--- src/rtl/rpn_stack_sequencer_pkg.sv ---
// Shared types and constants for the RPN stack sequencer: FSM states,
// status codes, undo record kinds and ALU opcodes.
package rpn_pkg;

  typedef enum logic [2:0] {
    IDLE,
    POP,
    START,
    WAIT,
    WRITEBACK,
    RESTORE,
    UNDO
  } state_t;

  typedef enum logic [1:0] {
    UK_NONE,
    UK_PUSH,
    UK_OP
  } undo_kind_t;

  localparam logic [2:0] ST_READY      = 3'd0;
  localparam logic [2:0] ST_BUSY       = 3'd1;
  localparam logic [2:0] ST_OVERFLOW   = 3'd2;
  localparam logic [2:0] ST_UNDERFLOW  = 3'd3;
  localparam logic [2:0] ST_TIMEOUT    = 3'd4;
  localparam logic [2:0] ST_UNDO_EMPTY = 3'd5;

  localparam logic [1:0] OP_ADD = 2'd0;
  localparam logic [1:0] OP_SUB = 2'd1;
  localparam logic [1:0] OP_OR  = 2'd2;
  localparam logic [1:0] OP_AND = 2'd3;

endpackage

--- src/rtl/rpn_stack_sequencer_if.sv ---
// ALU handshake bundle between the sequencer (master) and the ALU (slave).
interface rpn_stack_sequencer_if #(
  parameter int DATA_W = 16,
  parameter int OP_W   = 2
);
  logic [DATA_W-1:0] alu_a;
  logic [DATA_W-1:0] alu_b;
  logic [OP_W-1:0]   alu_op;
  logic              alu_start;
  logic              alu_done;
  logic [DATA_W-1:0] alu_result;
  logic [4:0]        alu_flags;

  modport master (
    output alu_a, alu_b, alu_op, alu_start,
    input  alu_done, alu_result, alu_flags
  );

  modport slave (
    input  alu_a, alu_b, alu_op, alu_start,
    output alu_done, alu_result, alu_flags
  );
endinterface

--- src/rtl/rpn_stack_sequencer_operand_stack.sv ---
// Operand register stack: push, pop one, pop two, re-grow two (entries are
// never cleared on pop, so a re-grow restores them), and replace-top.
// Depth saturates at 0 and DEPTH; out-of-range requests are ignored.
module operand_stack #(
  parameter int DEPTH  = 4,
  parameter int DATA_W = 16,
  localparam int CNT_W = $clog2(DEPTH) + 1,
  localparam int IDX_W = $clog2(DEPTH)
) (
  input  logic              clk,
  input  logic              rst,
  input  logic              push_en,
  input  logic [DATA_W-1:0] push_data,
  input  logic              replace_en,
  input  logic [DATA_W-1:0] replace_data,
  input  logic              pop1_en,
  input  logic              pop2_en,
  input  logic              unpop2_en,
  output logic [CNT_W-1:0]  depth,
  output logic [DATA_W-1:0] top_value,
  output logic [DATA_W-1:0] second_value
);
  localparam logic [CNT_W-1:0] ONE     = CNT_W'(1);
  localparam logic [CNT_W-1:0] TWO     = CNT_W'(2);
  localparam logic [CNT_W-1:0] FULL    = CNT_W'(DEPTH);
  localparam logic [CNT_W-1:0] FULL_M2 = CNT_W'(DEPTH - 2);

  logic [DATA_W-1:0] entry [DEPTH];
  logic [CNT_W-1:0]  depth_nxt;

  // Next depth; only one adjustment is requested per cycle except replace+push.
  always_comb begin
    depth_nxt = depth;
    if (pop2_en && depth >= TWO)            depth_nxt = depth - TWO;
    else if (unpop2_en && depth <= FULL_M2) depth_nxt = depth + TWO;
    else if (pop1_en && depth != '0)        depth_nxt = depth - ONE;
    else if (push_en && depth < FULL)       depth_nxt = depth + ONE;
  end

  // Entry writes and depth register.
  always_ff @(posedge clk) begin
    if (rst) begin
      depth <= '0;
      for (int i = 0; i < DEPTH; i++) entry[i] <= '0;
    end else begin
      if (replace_en && depth != '0) entry[IDX_W'(depth - ONE)] <= replace_data;
      if (push_en && depth < FULL)   entry[IDX_W'(depth)]       <= push_data;
      depth <= depth_nxt;
    end
  end

  assign top_value    = (depth != '0)  ? entry[IDX_W'(depth - ONE)] : '0;
  assign second_value = (depth >= TWO) ? entry[IDX_W'(depth - TWO)] : '0;

endmodule

--- src/rtl/rpn_stack_sequencer.sv ---
// RPN calculator controller: accepts push/op/undo pulses in IDLE, pops two
// operands into the ALU with a start/done handshake, writes the result back,
// restores the operands on ALU timeout, and keeps a single-level undo record.
module rpn_stack_sequencer
  import rpn_pkg::*;
#(
  parameter int DEPTH   = 4,
  parameter int DATA_W  = 16,
  parameter int OP_W    = 2,
  parameter int TIMEOUT = 15,
  localparam int CNT_W  = $clog2(DEPTH) + 1
) (
  input  logic                 clk,
  input  logic                 reset,
  input  logic [DATA_W-1:0]    DataIn,
  input  logic                 push_pulse,
  input  logic                 op_pulse,
  input  logic [OP_W-1:0]      op_code,
  input  logic                 undo_pulse,
  rpn_stack_sequencer_if.master alu,
  output logic [DATA_W-1:0]    top_value,
  output logic [CNT_W-1:0]     depth,
  output logic [4:0]           Flags,
  output logic [2:0]           Status,
  output logic                 busy
);
  localparam int TW = $clog2(TIMEOUT + 1);
  localparam logic [CNT_W-1:0] TWO  = CNT_W'(2);
  localparam logic [CNT_W-1:0] FULL = CNT_W'(DEPTH);

  state_t            state;
  undo_kind_t        undo_kind;
  logic [DATA_W-1:0] undo_a, undo_b;
  logic [DATA_W-1:0] res_q;
  logic [4:0]        flags_q;
  logic [TW-1:0]     wait_cnt;

  logic              push_en, replace_en, pop1_en, pop2_en, unpop2_en;
  logic [DATA_W-1:0] push_data, replace_data, second_value;

  operand_stack #(.DEPTH(DEPTH), .DATA_W(DATA_W)) u_stack (
    .clk          (clk),
    .rst          (reset),
    .push_en      (push_en),
    .push_data    (push_data),
    .replace_en   (replace_en),
    .replace_data (replace_data),
    .pop1_en      (pop1_en),
    .pop2_en      (pop2_en),
    .unpop2_en    (unpop2_en),
    .depth        (depth),
    .top_value    (top_value),
    .second_value (second_value)
  );

  // Stack control decode from the current state and IDLE command priority.
  always_comb begin
    push_en      = 1'b0;
    push_data    = DataIn;
    replace_en   = 1'b0;
    replace_data = undo_a;
    pop1_en      = 1'b0;
    pop2_en      = 1'b0;
    unpop2_en    = 1'b0;
    case (state)
      IDLE:      push_en = push_pulse && !op_pulse && !undo_pulse;
      POP:       pop2_en = 1'b1;
      WRITEBACK: begin
        push_en   = 1'b1;
        push_data = res_q;
      end
      RESTORE:   unpop2_en = 1'b1;
      UNDO: begin
        if (undo_kind == UK_PUSH) pop1_en = 1'b1;
        if (undo_kind == UK_OP) begin
          replace_en = 1'b1;
          push_en    = 1'b1;
          push_data  = undo_b;
        end
      end
      default: ;
    endcase
  end

  // Sequencer FSM with registered ALU, status, flag and undo outputs.
  always_ff @(posedge clk) begin
    if (reset) begin
      state         <= IDLE;
      Status        <= ST_READY;
      Flags         <= '0;
      alu.alu_a     <= '0;
      alu.alu_b     <= '0;
      alu.alu_op    <= '0;
      alu.alu_start <= 1'b0;
      undo_kind     <= UK_NONE;
      undo_a        <= '0;
      undo_b        <= '0;
      res_q         <= '0;
      flags_q       <= '0;
      wait_cnt      <= '0;
    end else begin
      case (state)
        IDLE: begin
          if (undo_pulse) begin
            if (undo_kind == UK_NONE) Status <= ST_UNDO_EMPTY;
            else begin
              Status <= ST_READY;
              state  <= UNDO;
            end
          end else if (op_pulse) begin
            if (depth < TWO) Status <= ST_UNDERFLOW;
            else begin
              Status     <= ST_BUSY;
              alu.alu_op <= op_code;
              state      <= POP;
            end
          end else if (push_pulse) begin
            if (depth == FULL) Status <= ST_OVERFLOW;
            else begin
              Status    <= ST_READY;
              undo_kind <= UK_PUSH;
            end
          end
        end
        POP: begin
          alu.alu_a     <= second_value;
          alu.alu_b     <= top_value;
          alu.alu_start <= 1'b1;
          state         <= START;
        end
        START: begin
          alu.alu_start <= 1'b0;
          wait_cnt      <= '0;
          state         <= WAIT;
        end
        WAIT: begin
          if (alu.alu_done) begin
            res_q   <= alu.alu_result;
            flags_q <= alu.alu_flags;
            state   <= WRITEBACK;
          end else if (wait_cnt == TW'(TIMEOUT - 1)) begin
            Status <= ST_TIMEOUT;
            state  <= RESTORE;
          end else begin
            wait_cnt <= wait_cnt + 1'b1;
          end
        end
        WRITEBACK: begin
          Flags     <= flags_q;
          undo_kind <= UK_OP;
          undo_a    <= alu.alu_a;
          undo_b    <= alu.alu_b;
          Status    <= ST_READY;
          state     <= IDLE;
        end
        RESTORE: state <= IDLE;
        UNDO: begin
          if (undo_kind == UK_OP) Flags <= '0;
          undo_kind <= UK_NONE;
          state     <= IDLE;
        end
        default: state <= IDLE;
      endcase
    end
  end

  assign busy = (state != IDLE);

endmodule

--- src/flat_wrapper.sv ---
// flat-port wrapper written by rule: the top's interface ports become plain ports
module rpn_stack_sequencer_flat import rpn_pkg::*;
#(
  parameter int DEPTH   = 4,
  parameter int DATA_W  = 16,
  parameter int OP_W    = 2,
  parameter int TIMEOUT = 15,
  localparam int CNT_W  = $clog2(DEPTH) + 1
)
  (clk, reset, DataIn, push_pulse, op_pulse, op_code, undo_pulse, top_value, depth, Flags, Status, busy, alu_alu_a, alu_alu_b, alu_alu_op, alu_alu_start, alu_alu_done, alu_alu_result, alu_alu_flags);
  rpn_stack_sequencer_if #(.DATA_W(DATA_W), .OP_W(OP_W)) alu_i ();
  input  logic clk;
  input  logic reset;
  input  logic [DATA_W-1:0] DataIn;
  input  logic push_pulse;
  input  logic op_pulse;
  input  logic [OP_W-1:0] op_code;
  input  logic undo_pulse;
  output logic [DATA_W-1:0] top_value;
  output logic [CNT_W-1:0] depth;
  output logic [4:0] Flags;
  output logic [2:0] Status;
  output logic busy;
  output wire logic [$bits(alu_i.alu_a)-1:0] alu_alu_a;
  output wire logic [$bits(alu_i.alu_b)-1:0] alu_alu_b;
  output wire logic [$bits(alu_i.alu_op)-1:0] alu_alu_op;
  output wire logic [$bits(alu_i.alu_start)-1:0] alu_alu_start;
  input wire logic [$bits(alu_i.alu_done)-1:0] alu_alu_done;
  input wire logic [$bits(alu_i.alu_result)-1:0] alu_alu_result;
  input wire logic [$bits(alu_i.alu_flags)-1:0] alu_alu_flags;
  assign alu_alu_a = alu_i.alu_a;
  assign alu_alu_b = alu_i.alu_b;
  assign alu_alu_op = alu_i.alu_op;
  assign alu_alu_start = alu_i.alu_start;
  assign alu_i.alu_done = alu_alu_done;
  assign alu_i.alu_result = alu_alu_result;
  assign alu_i.alu_flags = alu_alu_flags;
  rpn_stack_sequencer #(.DEPTH(DEPTH), .DATA_W(DATA_W), .OP_W(OP_W), .TIMEOUT(TIMEOUT)) u_core (.clk(clk), .reset(reset), .DataIn(DataIn), .push_pulse(push_pulse), .op_pulse(op_pulse), .op_code(op_code), .undo_pulse(undo_pulse), .alu(alu_i), .top_value(top_value), .depth(depth), .Flags(Flags), .Status(Status), .busy(busy));
endmodule
--- config.mk ---
export PLATFORM = sky130hd
export DESIGN_NAME = rpn_stack_sequencer_flat
export DESIGN_NICKNAME = d
export VERILOG_FILES = /design/src/rtl/rpn_stack_sequencer_pkg.sv /design/src/rtl/rpn_stack_sequencer_if.sv /design/src/rtl/rpn_stack_sequencer_operand_stack.sv /design/src/rtl/rpn_stack_sequencer.sv /design/src/flat_wrapper.sv
export SDC_FILE = /design/constraint.sdc
export NUM_CORES = 1
export LEC_CHECK = 0
export CAP_MARGIN = 20
export CORE_ASPECT_RATIO = 1.75
export CORE_MARGIN = 5
export CORE_UTILIZATION = 50
export DETAILED_ROUTE_END_ITERATION = 10
export GPL_TIMING_DRIVEN = 0
export PLACE_DENSITY_LB_ADDON = 0.2
export SETUP_SLACK_MARGIN = 0.15
export SLEW_MARGIN = 30
export SYNTH_ARGS = -nofsm -noshare
export SYNTH_HDL_FRONTEND = slang
export SYNTH_HIERARCHICAL = 1
export SYNTH_SLANG_ARGS = --single-unit
--- constraint.sdc ---
create_clock -name clk -period 3.29 [get_ports clk]
set_input_delay 0.4935 -clock clk [delete_from_list [all_inputs] [get_ports clk]]
set_output_delay 0.4935 -clock clk [all_outputs]
set_load 0.02 [all_outputs]
==> out/results.md, run 1 <==
Floorplan
* **floorplan row count** 62
* **core area** 16450 µm²
* **top-level port count** 108
* **Die ar.** 19450 µm²
* **Initial Util** 0.5068
* **vertical die dimension** 180.8 µm
* **Die X** 107.6 µm

Logic synthesis
* **number of instances in the synthesized netlist** 820
* **warning count from the yosys run** 6
* **Synth Area per Inst** 10.16 µm²
* **number of flops mapped to enable cells by yosys** 64
* **netlist area before placement** 8334 µm²
* **Yosys cell types** 68
* **number of nets produced by synthesis** 873
* **sequential area share after synthesis** 0.4900
* **async set-or-reset flop fraction in the synthesized netlist** 0
* **post-synthesis register bit count** 172
* **most instantiated flip-flop cell in the synthesis netlist** sky130_fd_sc_hd__dfxtp_1

Worst setup path
* **first element of the critical path** u_core/u_stack/depth[1]
* **worst-case reg-to-reg path depth** 9
* **endpoint of the worst-slack reg-to-reg timing path** u_core/u_stack/entry[0][5]
* **data arrival time of the critical path** 2.60 ns
* **startpoint-to-endpoint class of the critical path** reg2out
* **critical path launch point type** flip-flop
* **capturing element type of the critical path** output port
* **CP Data Required Time** 2.80 ns
* **register-to-register setup slack** 0.32 ns
* **termination of the worst setup path** top_value[1]
* **Critical R2R Launch** u_core/state[1]
* **Max FO, Critical Path** 10

Placed design
* **area after detailed placement** 9686 µm²
* **# port buffers** 107
* **global placer's final weighted congestion** 0.9168
* **Placed Cells incl. Taps** 1151
* **dpl hpwl** 19400 µm

Hold path
* **depth of the worst hold-timing path** 2
* **path type of the worst min-delay path** reg2reg

Global routing
* **via count of the first global-routing pass** 7084
* **wire length of the first global-routing pass** 39990 µm
* **antenna violations before repair** 0
* **Remaining Overflow, GRT** 0
* **maximum number of pins on one net before global-route repair** 19
* **overall track demand over capacity in global routing** 0.2734

Routing
* **detailed-route wire length per cell** 22.16 µm
* **routed via count** 7170
* **count of TritonRoute iterations in the first routing pass** 8
* **number of DRC markers after the initial detailed-route iteration** 605
* **detailed-route vias per instance** 6.051
* **remaining design rule violation count** 0
* **final wirelength** 26260 µm
* **post-detailed-route count of antenna-violating nets** 0

Timing
* **max-slew violations** 0
* **highest clock rate** 0.3231 GHz
* **count of endpoints failing hold in the final timing report** 0
* **post-route clock period utilization** 0.9409
* **measured slew at the worst slew-check pin** 0.8485 ns
* **max_slew headroom** 0.4343
* **Worst Clk Skew** 0.01464 ns
* **worst slack on hold paths** 0.4567 ns
* **min cycle time layout** 3.096 ns
* **total of endpoints with negative setup slack in the final report** 0
* **setup repair after global routing missed its margin** no

Run status
* **status** completed

Pwr
* **power per cell area** 674.5 nW/µm²
* **Internal Power** 0.004417 W
* **Max rail drop VDD** 0.4543 mV
* **Final Power** 0.006993 W
* **sequential fraction of design power** 0.356
* **net switching component of the power** 0.002576 W
* **fraction of power consumed by the clock network** 0.284
* **proportion of power drawn by combinational gates** 0.360
* **static leakage** 3.717 nW
* **Sw Share** 0.3683

Layout
* **number of diodes** 0
* **Non-Filler Instances** 1185
* **post-route design area** 10370 µm²
* **utilization after layout** 0.6304
* **final layout net count** 1001
* **signed area change from the synthesized netlist to the final layout** 24.40%
* **share of cells above drive strength 1** 0.1488

Clock network
* **clock tree from TritonCTS** built
* **maximum buffer depth of the clock tree** 2
* **CTS root buf** sky130_fd_sc_hd__clkbuf_16
* **number of clock sinks** 172
* **number of buffers inserted for hold repair after clock tree synthesis** 0
* **clock-pin transition on the worst setup and hold timing paths** 0.07 ns
* **clock latency on the worst-skew pair** 0.43 ns
* **H-tree depth** 4
* **number of buffers created by CTS** 17

Job
* **Max Cap Violations** 0

## repair_timing
action / in CTS / in global routing
setup buffers: 1 / 2
gates cloned: 0 / 0
resized for setup: 40 / 7
setup endpoints to repair: 148 / 56
pin swaps: 0 / 0
## registers in the layout (all words and copies together) (netlist names)
name                  count
u_core/Flags              5
u_core/Status             3
u_core/alu.alu_a         16
u_core/alu.alu_b         16
u_core/alu.alu_op         2
u_core/alu.alu_start      1
u_core/flags_q            5
u_core/replace_data      16
u_core/res_q             16
u_core/state              3
u_core/u_stack/depth      3
u_core/u_stack/entry     64
u_core/undo_b            16
u_core/undo_kind          2
u_core/wait_cnt           4
## metrics by stage
step / setup TNS (ns) / setup WS [ns]
after floorplan: 0 / 0.2351
after global placement: -58.63 / -1.225
after detailed placement: -64.01 / -1.287
after CTS: 0 / 0.1573
after global routing: 0 / 0.1534
final: 0 / 0.1945
## layout make-up
class,count,area (µm²)
buffer,64,392.9
clock buffer,18,432.9
clock inverter,14,148.9
fill,1407,6078
inverter,25,93.84
multi-input combinational,558,3847
sequential,172,4091
tap,224,280.3
timing repair buffer,110,1080
## per-layer routing
metal	up-vias	global-route usage	share of wire
li1	3262	-	-
met1	3458	0.3042	0.35
met2	373	0.4928	0.53
met3	77	0.04964	0.075
met4	0	0.1309	0.045
met5	-	0	0
## placed cells by master (no fill, tap or decap), types with 20 or more instances in the layout
cell and n:
sky130_fd_sc_hd__clkbuf_1 23, sky130_fd_sc_hd__clkdlybuf4s50_1 91, sky130_fd_sc_hd__mux4_2 32, sky130_fd_sc_hd__a22o_1 55, sky130_fd_sc_hd__nand2_1 179, sky130_fd_sc_hd__buf_2 25
sky130_fd_sc_hd__and2_1 20, sky130_fd_sc_hd__inv_1 23, sky130_fd_sc_hd__a21oi_1 97, sky130_fd_sc_hd__edfxtp_1 64, sky130_fd_sc_hd__dfxtp_1 106
## power by group through the flow
stage / clock network, W / registers, W / logic, W
final: 0.00198 / 0.00249 / 0.00252
after global routing: 0.00210 / 0.00251 / 0.00266
after CTS: 0.00200 / 0.00249 / 0.00250
after detailed placement: 0 / 0.00253 / 0.00243
after global placement: 0 / 0.00252 / 0.00242
after floorplan: 0 / 0.00256 / 0.00146
## kinds of logic after synthesis
kind of cell,count (synthesis),share of synthesized area
AOI/OAI and AO/OA,227,0.1890
xor gates and xnor gates,1,0.001051
adders and majority gates,8,0.01201
buffers and inverters,90,0.05209
DFF,172,0.4900
muxes,34,0.08918
and+or+nand+nor,288,0.1666
## worst min path at each step
stage	from	endpoint	slack [ns]
floorplan	u_core/undo_b[0]	u_core/undo_b[0]	0.44
global placement	u_core/undo_b[0]	u_core/undo_b[0]	0.44
detailed placement	u_core/undo_b[1]	u_core/undo_b[1]	0.45
CTS	u_core/undo_b[12]	u_core/undo_b[12]	0.46
global route	u_core/undo_b[12]	u_core/undo_b[12]	0.48
finish	u_core/undo_b[1]	u_core/undo_b[1]	0.46
## synth_stat cells (all sizes together) (6+ instances only)
| cell | instances | area (µm²) |
|---|---|---|
| clkbuf | 26 | 98.84 |
| ha | 8 | 100.1 |
| edfxtp | 64 | 1922 |
| nor2b | 19 | 118.9 |
| nor3 | 6 | 52.55 |
| nand2 | 179 | 671.9 |
| inv | 25 | 93.84 |
| nand3 | 7 | 35.03 |
| nor2 | 21 | 88.84 |
| and2 | 22 | 141.4 |
| mux4 | 32 | 720.7 |
| o21ai | 19 | 95.09 |
| a22oi | 8 | 60.06 |
| a22o | 65 | 581.8 |
| dfxtp | 108 | 2162 |
| a21oi | 97 | 485.5 |
| buf | 39 | 241.5 |
| a222oi | 16 | 160.2 |
## worst max-delay path, cell delays in order, from the launching register on
cell	delay, ns
sky130_fd_sc_hd__dfxtp_4	0.42
sky130_fd_sc_hd__buf_12	0.12
sky130_fd_sc_hd__inv_1	0.08
sky130_fd_sc_hd__ha_4	0.30
sky130_fd_sc_hd__buf_12	0.15
sky130_fd_sc_hd__buf_8	0.17
sky130_fd_sc_hd__mux4_2	0.36
sky130_fd_sc_hd__and2_1	0.23
sky130_fd_sc_hd__dlygate4sd2_1	0.33
No activity file was read; power rests on OpenSTA's default activity.
==> inputs of run 2 (changes only) <==
Settings changed: PLACE_DENSITY set to 0.73, PLACE_DENSITY_LB_ADDON 0.2 to not set.
Clock period 3.29 ns to 3.2 ns, I/O delays scaled along.
==> run 2 against run 1 <==
  * Register-to-register slack better by 0.07 ns
  * Utilization is 0.18 points higher
  * Setup slack got worse by 0.015 ns
  * Critical endpoint is now top_value[13]
  * Sequential cell count did not move
  * Total power rose by 3.5%
  * Non-clock buffer count up 3
  * Sequential power rose by 2%
==> out/results.md, run 2 (synthesis gave the netlist of run 1 again) <==
Run status
* **status** completed, unchanged

Global routing
* **via count of the first global-routing pass** 7222, was 7084
* **antenna violations before repair** 0, unchanged
* **Remaining Overflow, GRT** 0, unchanged
* **wire length of the first global-routing pass** 40210 µm, was 39990 µm
* **maximum number of pins on one net before global-route repair** 20, was 19
* **overall track demand over capacity in global routing** 0.2738, was 0.2734

Worst setup path
* **startpoint-to-endpoint class of the critical path** reg2out, unchanged
* **critical path launch point type** flip-flop, unchanged
* **register-to-register setup slack** 0.39 ns, was 0.32 ns
* **endpoint of the worst-slack reg-to-reg timing path** u_core/u_stack/entry[3][13], was u_core/u_stack/entry[0][5]
* **Max FO, Critical Path** 5, was 10
* **Critical R2R Launch** u_core/state[1], unchanged
* **capturing element type of the critical path** output port, unchanged
* **CP Data Required Time** 2.72 ns, was 2.80 ns
* **data arrival time of the critical path** 2.54 ns, was 2.60 ns
* **worst-case reg-to-reg path depth** 11, was 9

Clock network
* **H-tree depth** 4, unchanged
* **clock tree from TritonCTS** built, unchanged
* **maximum buffer depth of the clock tree** 2, unchanged
* **number of buffers created by CTS** 17, unchanged
* **clock-pin transition on the worst setup and hold timing paths** 0.08 ns, was 0.07 ns
* **CTS root buf** sky130_fd_sc_hd__clkbuf_16, unchanged
* **clock latency on the worst-skew pair** 0.43 ns, about the same
* **number of clock sinks** 172, unchanged

Hold path
* **WHS Endpoint** u_core/undo_b[8], was u_core/undo_b[1]
* **launch instance of the worst min-delay path** u_core/undo_b[8], was u_core/undo_b[1]
* **depth of the worst hold-timing path** 2, unchanged
* **path type of the worst min-delay path** reg2reg, unchanged

Routing
* **remaining design rule violation count** 0, unchanged
* **final wirelength** 26830 µm, was 26260 µm
* **count of TritonRoute iterations in the first routing pass** 6, was 8
* **routed via count** 7203, was 7170
* **detailed-route wire length per cell** 22.59 µm, was 22.16 µm
* **detailed-route vias per instance** 6.063, was 6.051
* **number of DRC markers after the initial detailed-route iteration** 615, was 605
* **post-detailed-route count of antenna-violating nets** 0, unchanged

Timing
* **count of endpoints failing hold in the final timing report** 0, unchanged
* **post-route clock period utilization** 0.9440
* **total of endpoints with negative setup slack in the final report** 0, unchanged
* **measured slew at the worst slew-check pin** 0.7700 ns, was 0.8485 ns
* **worst slack on hold paths** 0.4586 ns, was 0.4567 ns
* **final setup TNS** 0 ns, unchanged
* **PnR worst setup slack** 0.1791 ns, was 0.1945 ns
* **max-slew violations** 0, unchanged
* **Worst Clk Skew** 0.01233 ns, was 0.01464 ns
* **max_slew headroom** 0.4867, was 0.4343
* **setup repair after global routing missed its margin** no, unchanged
* **min cycle time layout** 3.021 ns
* **highest clock rate** 0.3310 GHz

Layout
* **post-route design area** 10400 µm², was 10370 µm²
* **multi-input logic area** 3857 µm², was 3847 µm²
* **number of diodes** 0, unchanged
* **signed area change from the synthesized netlist to the final layout** 24.74%, was 24.40%
* **register ranked first by flip-flop count** u_core/u_stack/entry, unchanged
* **share of cells above drive strength 1** 0.1535, was 0.1488
* **Layout fillers** 1396, was 1407
* **Non-Filler Instances** 1188, was 1185
* **leading cell type in the layout, fill and taps excluded** sky130_fd_sc_hd__nand2_1, unchanged
* **leading cell types in the layout, fill and taps excluded** sky130_fd_sc_hd__nand2_1, sky130_fd_sc_hd__dfxtp_1, sky130_fd_sc_hd__a21oi_1, unchanged
* **Sequential cell area** 4091 µm², unchanged
* **final layout net count** 1004, was 1001
* **number of flip-flops under the largest register name** 64, unchanged

Placed design
* **worst slack at placement** -1.261 ns, was -1.287 ns
* **area after detailed placement** 9686 µm², unchanged
* **dpl hpwl** 19680 µm, was 19400 µm
* **global placer's final weighted congestion** 0.9733, was 0.9168
* **Placed Cells incl. Taps** 1151, unchanged
* **# port buffers** 107, unchanged

Pwr
* **static leakage** 3.731 nW, was 3.717 nW
* **Max rail drop VDD** 0.4428 mV, was 0.4543 mV
* **power per cell area** 696.1 nW/µm², was 674.5 nW/µm²

Job
* **Max Cap Violations** 0, unchanged

Floorplan
* **Initial Util** 0.5068, unchanged
* **floorplan row count** 62, unchanged
* **Die X** 107.6 µm, unchanged
* **Die ar.** 19450 µm², unchanged
* **top-level port count** 108, unchanged
* **core area** 16450 µm², unchanged
* **vertical die dimension** 180.8 µm, unchanged

-- run 2: worst max-delay path, cell delays in order (launching register included) --
cell and delay (ns):
sky130_fd_sc_hd__dfxtp_4 0.37, sky130_fd_sc_hd__buf_12 0.09, sky130_fd_sc_hd__inv_1 0.09, sky130_fd_sc_hd__ha_4 0.33, sky130_fd_sc_hd__buf_6 0.16, sky130_fd_sc_hd__mux4_2 0.55, sky130_fd_sc_hd__and2_1 0.21, sky130_fd_sc_hd__dlygate4sd2_1 0.33
-- run 2: worst max-delay path by stage --
| stage | to | startpoint |
|---|---|---|
| CTS | u_core/u_stack/entry[3][3] | u_core/state[1] |
| global route | top_value[13] | u_core/u_stack/depth[1] |
| global placement | top_value[2] | u_core/u_stack/depth[1] |
| floorplan | top_value[0] | u_core/u_stack/depth[1] |
| detailed placement | top_value[1] | u_core/u_stack/depth[1] |
| finish | top_value[13] | u_core/u_stack/depth[1] |
-- run 2: final cells by class --
class | count | area share
clock inverters | 14 | 0.01420
plain buffers | 64 | 0.03755
flip-flops and latches | 172 | 0.3935
well taps | 224 | 0.02696
inverters | 25 | 0.009387
clock buffers | 18 | 0.04128
repair buffers | 113 | 0.1060
multi-input cells | 558 | 0.3710
-- run 2: through the flow --
step,util,total power (W)
after floorplan,-,0.004135
final,0.6322,0.007237
after detailed placement,0.5889,0.005103
after CTS,0.6301,0.007196
after global routing,0.6322,0.007503
after global placement,0.5889,0.005083
-- run 2: what timing repair did --
item                                    CTS  global route
gates resized for setup                  43            12
hold buffers                              0             0
cloned                                    1             0
endpoints found under the setup margin  144           105
buffers inserted                          4             1
-- run 2: routing by layer --
metal,global-route usage,up-vias,share of wire
met5,0,-,0
met4,0.1481,0,0.054
met3,0.04714,104,0.076
met2,0.4923,406,0.53
met1,0.2994,3431,0.34
li1,-,3262,-
-- run 2: power by group --
part / switching (W) / internal (W) / leakage (nW)
clock network: 0.000967 / 0.00104 / 0.276
logic: 0.00160 / 0.00107 / 1.92
registers: 0.000119 / 0.00243 / 1.53
==> inputs of run 3 (changes only) <==
Settings changed: CAP_MARGIN 20 to not set.
==> results of run 3 <==
No change in the layout: final DEF, timing and power equal those of run 2.
